<file path="config.mk">
export PLATFORM = sky130hd
export DESIGN_NAME = adder_32_bit
export DESIGN_NICKNAME = d
export VERILOG_FILES = /design/src/rtl/adder_32_bit_pkg.sv /design/src/rtl/adder_32_bit_cla_4_bit.sv /design/src/rtl/adder_32_bit.sv
export SDC_FILE = /design/constraint.sdc
export NUM_CORES = 1
export LEC_CHECK = 0
export CAP_MARGIN = 30
export CORE_UTILIZATION = 44
export DETAILED_ROUTE_END_ITERATION = 6
export GPL_TIMING_DRIVEN = 0
export PLACE_DENSITY = 0.81
export SKIP_CTS_REPAIR_TIMING = 1
export SYNTH_ARGS = -nofsm -noshare
export SYNTH_HDL_FRONTEND = slang
export SYNTH_SLANG_ARGS = --single-unit
</file>
<file path="constraint.sdc">
create_clock -name clk -period 0.9 [get_ports clk]
set_input_delay 0.135 -clock clk [delete_from_list [all_inputs] [get_ports clk]]
set_output_delay 0.135 -clock clk [all_outputs]
set_load 0.005 [all_outputs]
</file>
<file path="src/rtl/adder_32_bit_pkg.sv">
// Shared datapath constants for the registered adder.
package adder_32_bit_pkg;

    localparam int unsigned WORD_WIDTH = 32;
    localparam logic [WORD_WIDTH-1:0] RESET_VAL = 32'h0000_0000;

    // Carry-lookahead group size; WIDTH must be a multiple of this.
    localparam int unsigned CLA_GROUP = 4;

endpackage

</file>
<file path="src/rtl/adder_32_bit_cla_4_bit.sv">
// 4-bit carry-lookahead slice: sum plus group propagate/generate.
module adder_32_bit_cla_4_bit (
    input  logic [3:0] a_i,
    input  logic [3:0] b_i,
    input  logic       cin_i,
    output logic [3:0] s_o,
    output logic       p_o,
    output logic       g_o
);

    logic [3:0] p;
    logic [3:0] g;
    logic [3:0] c;

    assign p = a_i ^ b_i;
    assign g = a_i & b_i;

    // Group P/G depend only on the operands, never on cin, so the
    // second-level lookahead in the top can consume them without a loop.
    assign p_o = &p;
    assign g_o = g[3] | (p[3] & g[2]) | (p[3] & p[2] & g[1]) | (p[3] & p[2] & p[1] & g[0]);

    assign c[0] = cin_i;
    assign c[1] = g[0] | (p[0] & cin_i);
    assign c[2] = g[1] | (p[1] & g[0]) | (p[1] & p[0] & cin_i);
    assign c[3] = g[2] | (p[2] & g[1]) | (p[2] & p[1] & g[0]) | (p[2] & p[1] & p[0] & cin_i);

    assign s_o = p ^ c;

endmodule

</file>
<file path="src/rtl/adder_32_bit.sv">
// Registered two-operand adder built from a two-level carry-lookahead network.
module adder_32_bit
    import adder_32_bit_pkg::*;
#(
    parameter int unsigned WIDTH = WORD_WIDTH
) (
    input  logic             clk,
    input  logic             en,
    input  logic             reset,
    input  logic [WIDTH-1:0] op1,
    input  logic [WIDTH-1:0] op2,
    output logic [WIDTH-1:0] out
);

    localparam int unsigned NumGroups = WIDTH / CLA_GROUP;

    if ((WIDTH % CLA_GROUP) != 0) begin : g_bad_width
        $error("adder_32_bit: WIDTH must be a multiple of 4");
    end

    logic [NumGroups-1:0] grp_p;
    logic [NumGroups-1:0] grp_g;
    logic [NumGroups:0]   grp_c;
    logic [WIDTH-1:0]     sum;
    logic [WIDTH-1:0]     out_d;
    logic [WIDTH-1:0]     out_q;
    logic                 la_term;
    logic                 la_acc;
    logic                 unused_cout;

    for (genvar gi = 0; gi < NumGroups; gi++) begin : g_cla
        adder_32_bit_cla_4_bit u_cla (
            .a_i   (op1[gi*4 +: 4]),
            .b_i   (op2[gi*4 +: 4]),
            .cin_i (grp_c[gi]),
            .s_o   (sum[gi*4 +: 4]),
            .p_o   (grp_p[gi]),
            .g_o   (grp_g[gi])
        );
    end

    // Second-level lookahead: each group carry is a flat sum-of-products of
    // lower group P/G terms (adder carry-in is 0), so no ripple between groups.
    always_comb begin
        grp_c    = '0;
        la_term  = 1'b0;
        la_acc   = 1'b0;
        for (int i = 0; i < int'(NumGroups); i++) begin
            la_acc = 1'b0;
            for (int j = 0; j <= i; j++) begin
                la_term = grp_g[j];
                for (int k = j + 1; k <= i; k++) begin
                    la_term = la_term & grp_p[k];
                end
                la_acc = la_acc | la_term;
            end
            grp_c[i+1] = la_acc;
        end
    end

    // Carry-out of the MSB is discarded: the sum wraps mod 2^WIDTH.
    assign unused_cout = grp_c[NumGroups];

    // Enable mux: load the new sum or hold the current value.
    always_comb begin
        out_d = out_q;
        if (en) begin
            out_d = sum;
        end
    end

    // Output register with asynchronous active-low clear.
    always_ff @(posedge clk or negedge reset) begin
        if (!reset) begin
            out_q <= WIDTH'(RESET_VAL);
        end else begin
            out_q <= out_d;
        end
    end

    assign out = out_q;

endmodule

</file>
==> results of run 1 <==
critical path, cell delays in order:
cell and delay (ps):
buf_6 90, ha_4 270, nand4_1 180, nor3_4 240
nand4_2 180, a31oi_4 230, o21ai_2 100, a31oi_2 220
or2_4 150, fa_1 400, mux2_4 270
power groups by stage:
stage / clock network [mW] / logic [mW] / registers (mW)
floorplan: 0 / 1.09 / 1.94
global placement: 0 / 2.28 / 1.92
detailed placement: 0 / 2.32 / 1.92
CTS: 1.09 / 2.34 / 1.90
global route: 1.15 / 2.79 / 1.93
finish: 1.08 / 2.56 / 1.89
per-layer routing:
layer  share of wire, %  GRT usage (%)
met3                3.7           3.10
met5                  0              0
met4                1.1           6.23
met2                 52           38.8
met1                 43           28.3
worst max path at each step:
stage	end	slack [ps]	startpoint	depth (start not counted)
6_report	out[28]$_DFFE_PN0P_	-1420	op1[11]	11
5_1_grt	out[28]$_DFFE_PN0P_	-1550	op1[11]	11
4_1_cts	out[28]$_DFFE_PN0P_	-1830	op1[8]	11
3_5_place_dp	out[28]$_DFFE_PN0P_	-2130	op1[8]	11
3_3_place_gp	out[28]$_DFFE_PN0P_	-2120	op1[8]	11
2_1_floorplan	out[28]$_DFFE_PN0P_	-1410	op2[11]	10
logic make-up (layout without fill, tap and decap cells):
family                   count (synthesis)  count (layout)  synth area share (%)
AO/OA/AOI/OAI                           65              65                  19.5
flip-flops                              32              32                  32.1
XOR/XNOR                                14              14                  4.91
AND/OR/NAND/NOR                         65              65                  13.4
multiplexers                            13              13                  6.01
adder cells (fa/ha/maj)                 39              39                  22.0
buffers and inverters                   14             148                  2.11
cells in the mapped netlist, types with 6 or more instances:
library cell   n  area (um^2)
nor2b_1        8         50.1
a21oi_1       17         85.1
o21a_1         7         52.6
fa_1           8          160
dfrtp_1       32          801
nor3_1         8         40.0
mux2_2        12          135
inv_1          9         33.8
nor2_1        17         63.8
nand2_1       14         52.6
ha_1          31          388
a21o_1         6         45.0
xnor2_1       13          114
cell type report:
type,instances,area (um^2)
Sequential cell,32,801
Clock buffer,6,72.6
Clock inverter,1,5.00
Inverter,9,33.8
Fill cell,354,1220
Buffer,5,36.3
Tap cell,72,90.1
Multi-Input combinational cell,196,2130
Timing Repair Buffer,127,1080
placed cells by master, fill, tap and decap left out, drive strengths merged, types with 2 or more instances in the layout:
master         netlist  routed
or3                  4       4
a31oi                4       4
clkbuf               2      48
o211ai               2       2
a21boi               2       2
fa                   8       8
nor2b                8       8
dlymetal6s2s         0      24
or2                  3       3
a21oi               21      21
and3                 4       4
nand4                4       4
nor2                17      17
dfrtp               32      32
inv                  9       9
nor3                 9       9
clkdlybuf4s50        0      20
o31ai                5       5
a21o                 6       6
buf                  3      46
o21a                 7       7
o21ai               10      10
xnor2               13      13
mux2                13      13
ha                  31      31
nand2               14      14
a31o                 2       2
stage by stage:
step | cell area, um^2 | util, %
detailed placement | 3750 | 68.5
CTS | 3830 | 70.0
global route | 4260 | 77.8
floorplan | 2690 | -
global placement | 3760 | 68.6
finish | 4260 | 77.8
==> impl_metrics.ini, run 1 <==
[clock_tree]
clk_latency_ps = 280
cts-buffers-inserted = 5
clkTransAtPathRegs_ps = 70
cts_tree = done
cts_root_buf = clkbuf_8
cts_buffer_depth = 2
clock_sinks = 32
ctsHtreeMaxLevel = 2

[routing]
drtIter0Drc = 82
firstDrtPassIters = 4
wl_per_cell_um = 16.0
totalWireLength_um = 7160
vias_per_cell = 5.25
drcViolationCount = 0
via_count = 2354
final_antenna_net_count = 0

[synthesis]
synth_edf_count = 0
syn_avg_cell_area_um2 = 10.3
seq_area_frac_synth_pct = 32.1
yosys_most_used_dff = dfrtp_1
async_flop_share_pct = 100
syn_area_mm2 = 0.00250
syn_inst = 242
synth.distinct_cells = 48
ys_ff_latch = 32
synth_nets = 348
ys.warnings.count = 0

[power_and_ir_drop]
clockPowerShare_pct = 19.5
p_comb_share_pct = 46.3
power_density_mw_per_mm2 = 1300
leakage_nw = 2.05
p_seq_share_pct = 34.2
cell_internal_pwr_mw = 3.73
switching_share_pct = 32.5
power_mw = 5.52
vdd_ir_drop_max_v = 0.000713
p_sw_mw = 1.80

[cells_and_area]
largest_reg_flops = 32
syn2layout_area_growth_pct = 70.5
nNetsFinal = 482
diodes = 0
final_cells = 448
drive_gt1_share_pct = 48.4

[grt]
grt.total_usage_pct = 22.2
antenna_found_initial = 0
grt_pass1_vias = 2345
overflow = 0
grt_max_degree = 33
grt_pass1_wl_um = 10500

[timing]
setup-tns-final_ps = -29970
fmax_mhz = 432
fin_crit_ps = 2320
rsz0062_at_grt = true
setup_violations = 56
slew_headroom_pct = 47.8
post-route-period-util_pct = 257
worst_pin_slew_ps = 783
hold_viol = 32
final-max-slew-violation-count = 0
timing.hold.ws_ps = -68.1
clock_skew_ps = 0
fin_ws_ps = -1420

[die]
pin_count = 99
core-area_mm2 = 0.00547
initial_utilization_pct = 45.6
rows = 27
dieArea_mm2 = 0.00598
dieWidth_um = 77.3
die_height_um = 77.3

[critical_path]
reg2reg_from = out[30]$_DFFE_PN0P_
crit_fanout = 4
end_kind = register
r2r-end = out[30]$_DFFE_PN0P_
path_class = primary input to register
crit_arrival_ps = 2480
r2r_cells = 2
cp-start-kind = primary input
cp.required_ps = 1070
rrSetupSlack_ps = 20

[status]
outcome = finished, violations left
violations = negative hold slack, negative setup slack

[hold_path]
hold_path_class = primary input to async pin

[placement]
dpl.hpwl_um = 4880
dp.cells = 412
pre_cts_ws_ps = -2130
io_buffers = 98
gp_congestion = 0.848

[job]
cap_violations = 0
Power figures use the tool's default switching activity.
==> inputs of run 2 (changes only) <==
--- a/config.mk
+++ b/config.mk
@@ -6,11 +6,12 @@
 export NUM_CORES = 1
 export LEC_CHECK = 0
 export CAP_MARGIN = 30
-export CORE_UTILIZATION = 44
+export CORE_UTILIZATION = 25
 export DETAILED_ROUTE_END_ITERATION = 6
 export GPL_TIMING_DRIVEN = 0
-export PLACE_DENSITY = 0.81
+export MAX_ROUTING_LAYER = met4
 export SKIP_CTS_REPAIR_TIMING = 1
 export SYNTH_ARGS = -nofsm -noshare
 export SYNTH_HDL_FRONTEND = slang
+export SYNTH_HIERARCHICAL = 1
 export SYNTH_SLANG_ARGS = --single-unit
==> run 2 against run 1 <==
  * The flow still finishes with violations (negative hold slack, negative setup slack)
  * Clock power rose by 6%
  * Count of clock-buffer cells in the layout is 2 higher
  * Flip-flop and latch count unchanged
  * Sequential share of layout area shrank 0.75 points
  * Synthesized area increased by 8.5%
  * Maximum frequency up 7.3%
  * Synthesized cell count increased by 3.7%
  * Total power grew 6.1%
  * Worst hold slack worse by 10 ps
==> impl_metrics.ini, run 2 <==
[critical_path]
cp-start-kind = primary input
path_class = primary input to register
cp-startpoint = op1[26]
end_kind = register
crit_top_cell = a21o_1
reg2reg_from = out[25]$_DFFE_PN0P_
crit_fanout = 5
max_stage_delay_ps = 510
cp.required_ps = 1060
cpLargestDelayFamily = compound AO/OA/AOI/OAI gates
cp_cell_sequence = clkdlybuf4s50_1 > ha_4 > a21oi_2 > nand2_1 > a21o_1 > a21o_1 > a31o_4 > a21o_1 > a21oi_2 > xnor2_1 > mux2_4
critPathBufInv = 1
cpMaxStageDelayCell = clkdlybuf4s50_1
crit_arrival_ps = 2320

[cells_and_area]
fill_cells = 997
largest_reg_flops = 32
drive_gt1_share_pct = 44.3
syn2layout_area_growth_pct = 63.7
nNetsFinal = 489
diodes = 0
final_cells = 511
final_cell_mix = dlymetal6s2s_1 (36), clkbuf_2 (34), dfrtp_1 (32), inv_1 (25), mux2_2 (24)
final_common_cell = dlymetal6s2s_1

[clock_tree]
clk_latency_ps = 270
cts_buffer_depth = 2
cts_tree = done
cts-buffers-inserted = 5
clock_sinks = 32
cts_root_buf = clkbuf_8
ctsHtreeMaxLevel = 2
clkTransAtPathRegs_ps = 60

[routing]
firstDrtPassIters = 4
drtIter0Drc = 26
drcViolationCount = 0
wl_per_cell_um = 12.7
final_antenna_net_count = 0
vias_per_cell = 4.46
totalWireLength_um = 6510
via_count = 2280

[grt]
grt_pass1_wl_um = 10100
grt_max_degree = 33
grt.total_usage_pct = 11.4
overflow = 0
antenna_found_initial = 0
grt_pass1_vias = 2204

[power_and_ir_drop]
leakage_nw = 2.32
vdd_ir_drop_max_v = 0.000598
power_mw = 5.86
power_density_mw_per_mm2 = 1320

[timing]
final-max-slew-violation-count = 0
slew_headroom_pct = 49.6
fmax_mhz = 463
rsz0062_at_grt = true
clock_skew_ps = 0
post-route-period-util_pct = 240
setup_violations = 53
fin_ws_ps = -1260
timing.hold.ws_ps = -78.6
setup-tns-final_ps = -28310
worst_pin_slew_ps = 756
fin_crit_ps = 2160
hold_viol = 32

[die]
core-area_mm2 = 0.0104
die_height_um = 106
pin_count = 99
initial_utilization_pct = 26.0
dieWidth_um = 106
dieArea_mm2 = 0.0113
rows = 37

[placement]
dpl.hpwl_um = 4850
dp.cells = 486
pre_cts_ws_ps = -2150
io_buffers = 97
gp_congestion = 0.762

[status]
violations = negative hold slack, negative setup slack
outcome = finished, violations left

[synthesis]
ys.warnings.count = 6
syn_avg_cell_area_um2 = 10.8
syn_inst = 251
syn_area_mm2 = 0.00271

[hold_path]
hold_path_class = primary input to async pin

[job]
cap_violations = 0
## run 2: final cells by class
cell class	instances	area, um^2	area share (%)
plain buffers	4	38.8	0.875
clock buffers	8	90.1	2.03
repair buffers	114	1030	23.2
flip-flops and latches	32	801	18.1
multi-input cells	185	2180	49.1
inverters	32	128	2.88
well taps	136	170	3.84
## run 2: power by group
part	internal, mW	total (mW)	switching, mW	leakage [nW]
registers	1.82	2.01	0.194	0.374
logic	1.60	2.70	1.10	1.90
clock network	0.624	1.15	0.525	0.0455
## run 2: final timing paths
kind | depth (start not counted) | end | slack, ps
setup / recovery | 11 | out[30]$_DFFE_PN0P_ | -1260
hold / removal | 1 | out[0]$_DFFE_PN0P_ | -80
setup reg to reg | 2 | out[25]$_DFFE_PN0P_ | 20
hold reg to reg | 1 | out[20]$_DFFE_PN0P_ | 510
max in group asynchronous | 1 | out[16]$_DFFE_PN0P_ | 490
min in group clk | 2 | out[20]$_DFFE_PN0P_ | 210
## run 2: per-stage QoR
stage | cell area (um^2) | util, %
after floorplan | 2830 | -
after global placement | 3970 | 38.1
final | 4430 | 42.6
after detailed placement | 3970 | 38.1
after global routing | 4430 | 42.6
after CTS | 4060 | 39.0
## run 2: per-layer routing
| layer | routed length, um | global-route usage, % | up-vias | part of all wire, % |
|---|---|---|---|---|
| met5 | 0 | - | - | 0 |
| met4 | 40 | 2.68 | 0 | 0.61 |
| met3 | 343 | 2.70 | 4 | 5.3 |
| met2 | 3160 | 18.3 | 64 | 48 |
| li1 | - | - | 1117 | - |
| met1 | 2970 | 14.4 | 1095 | 46 |
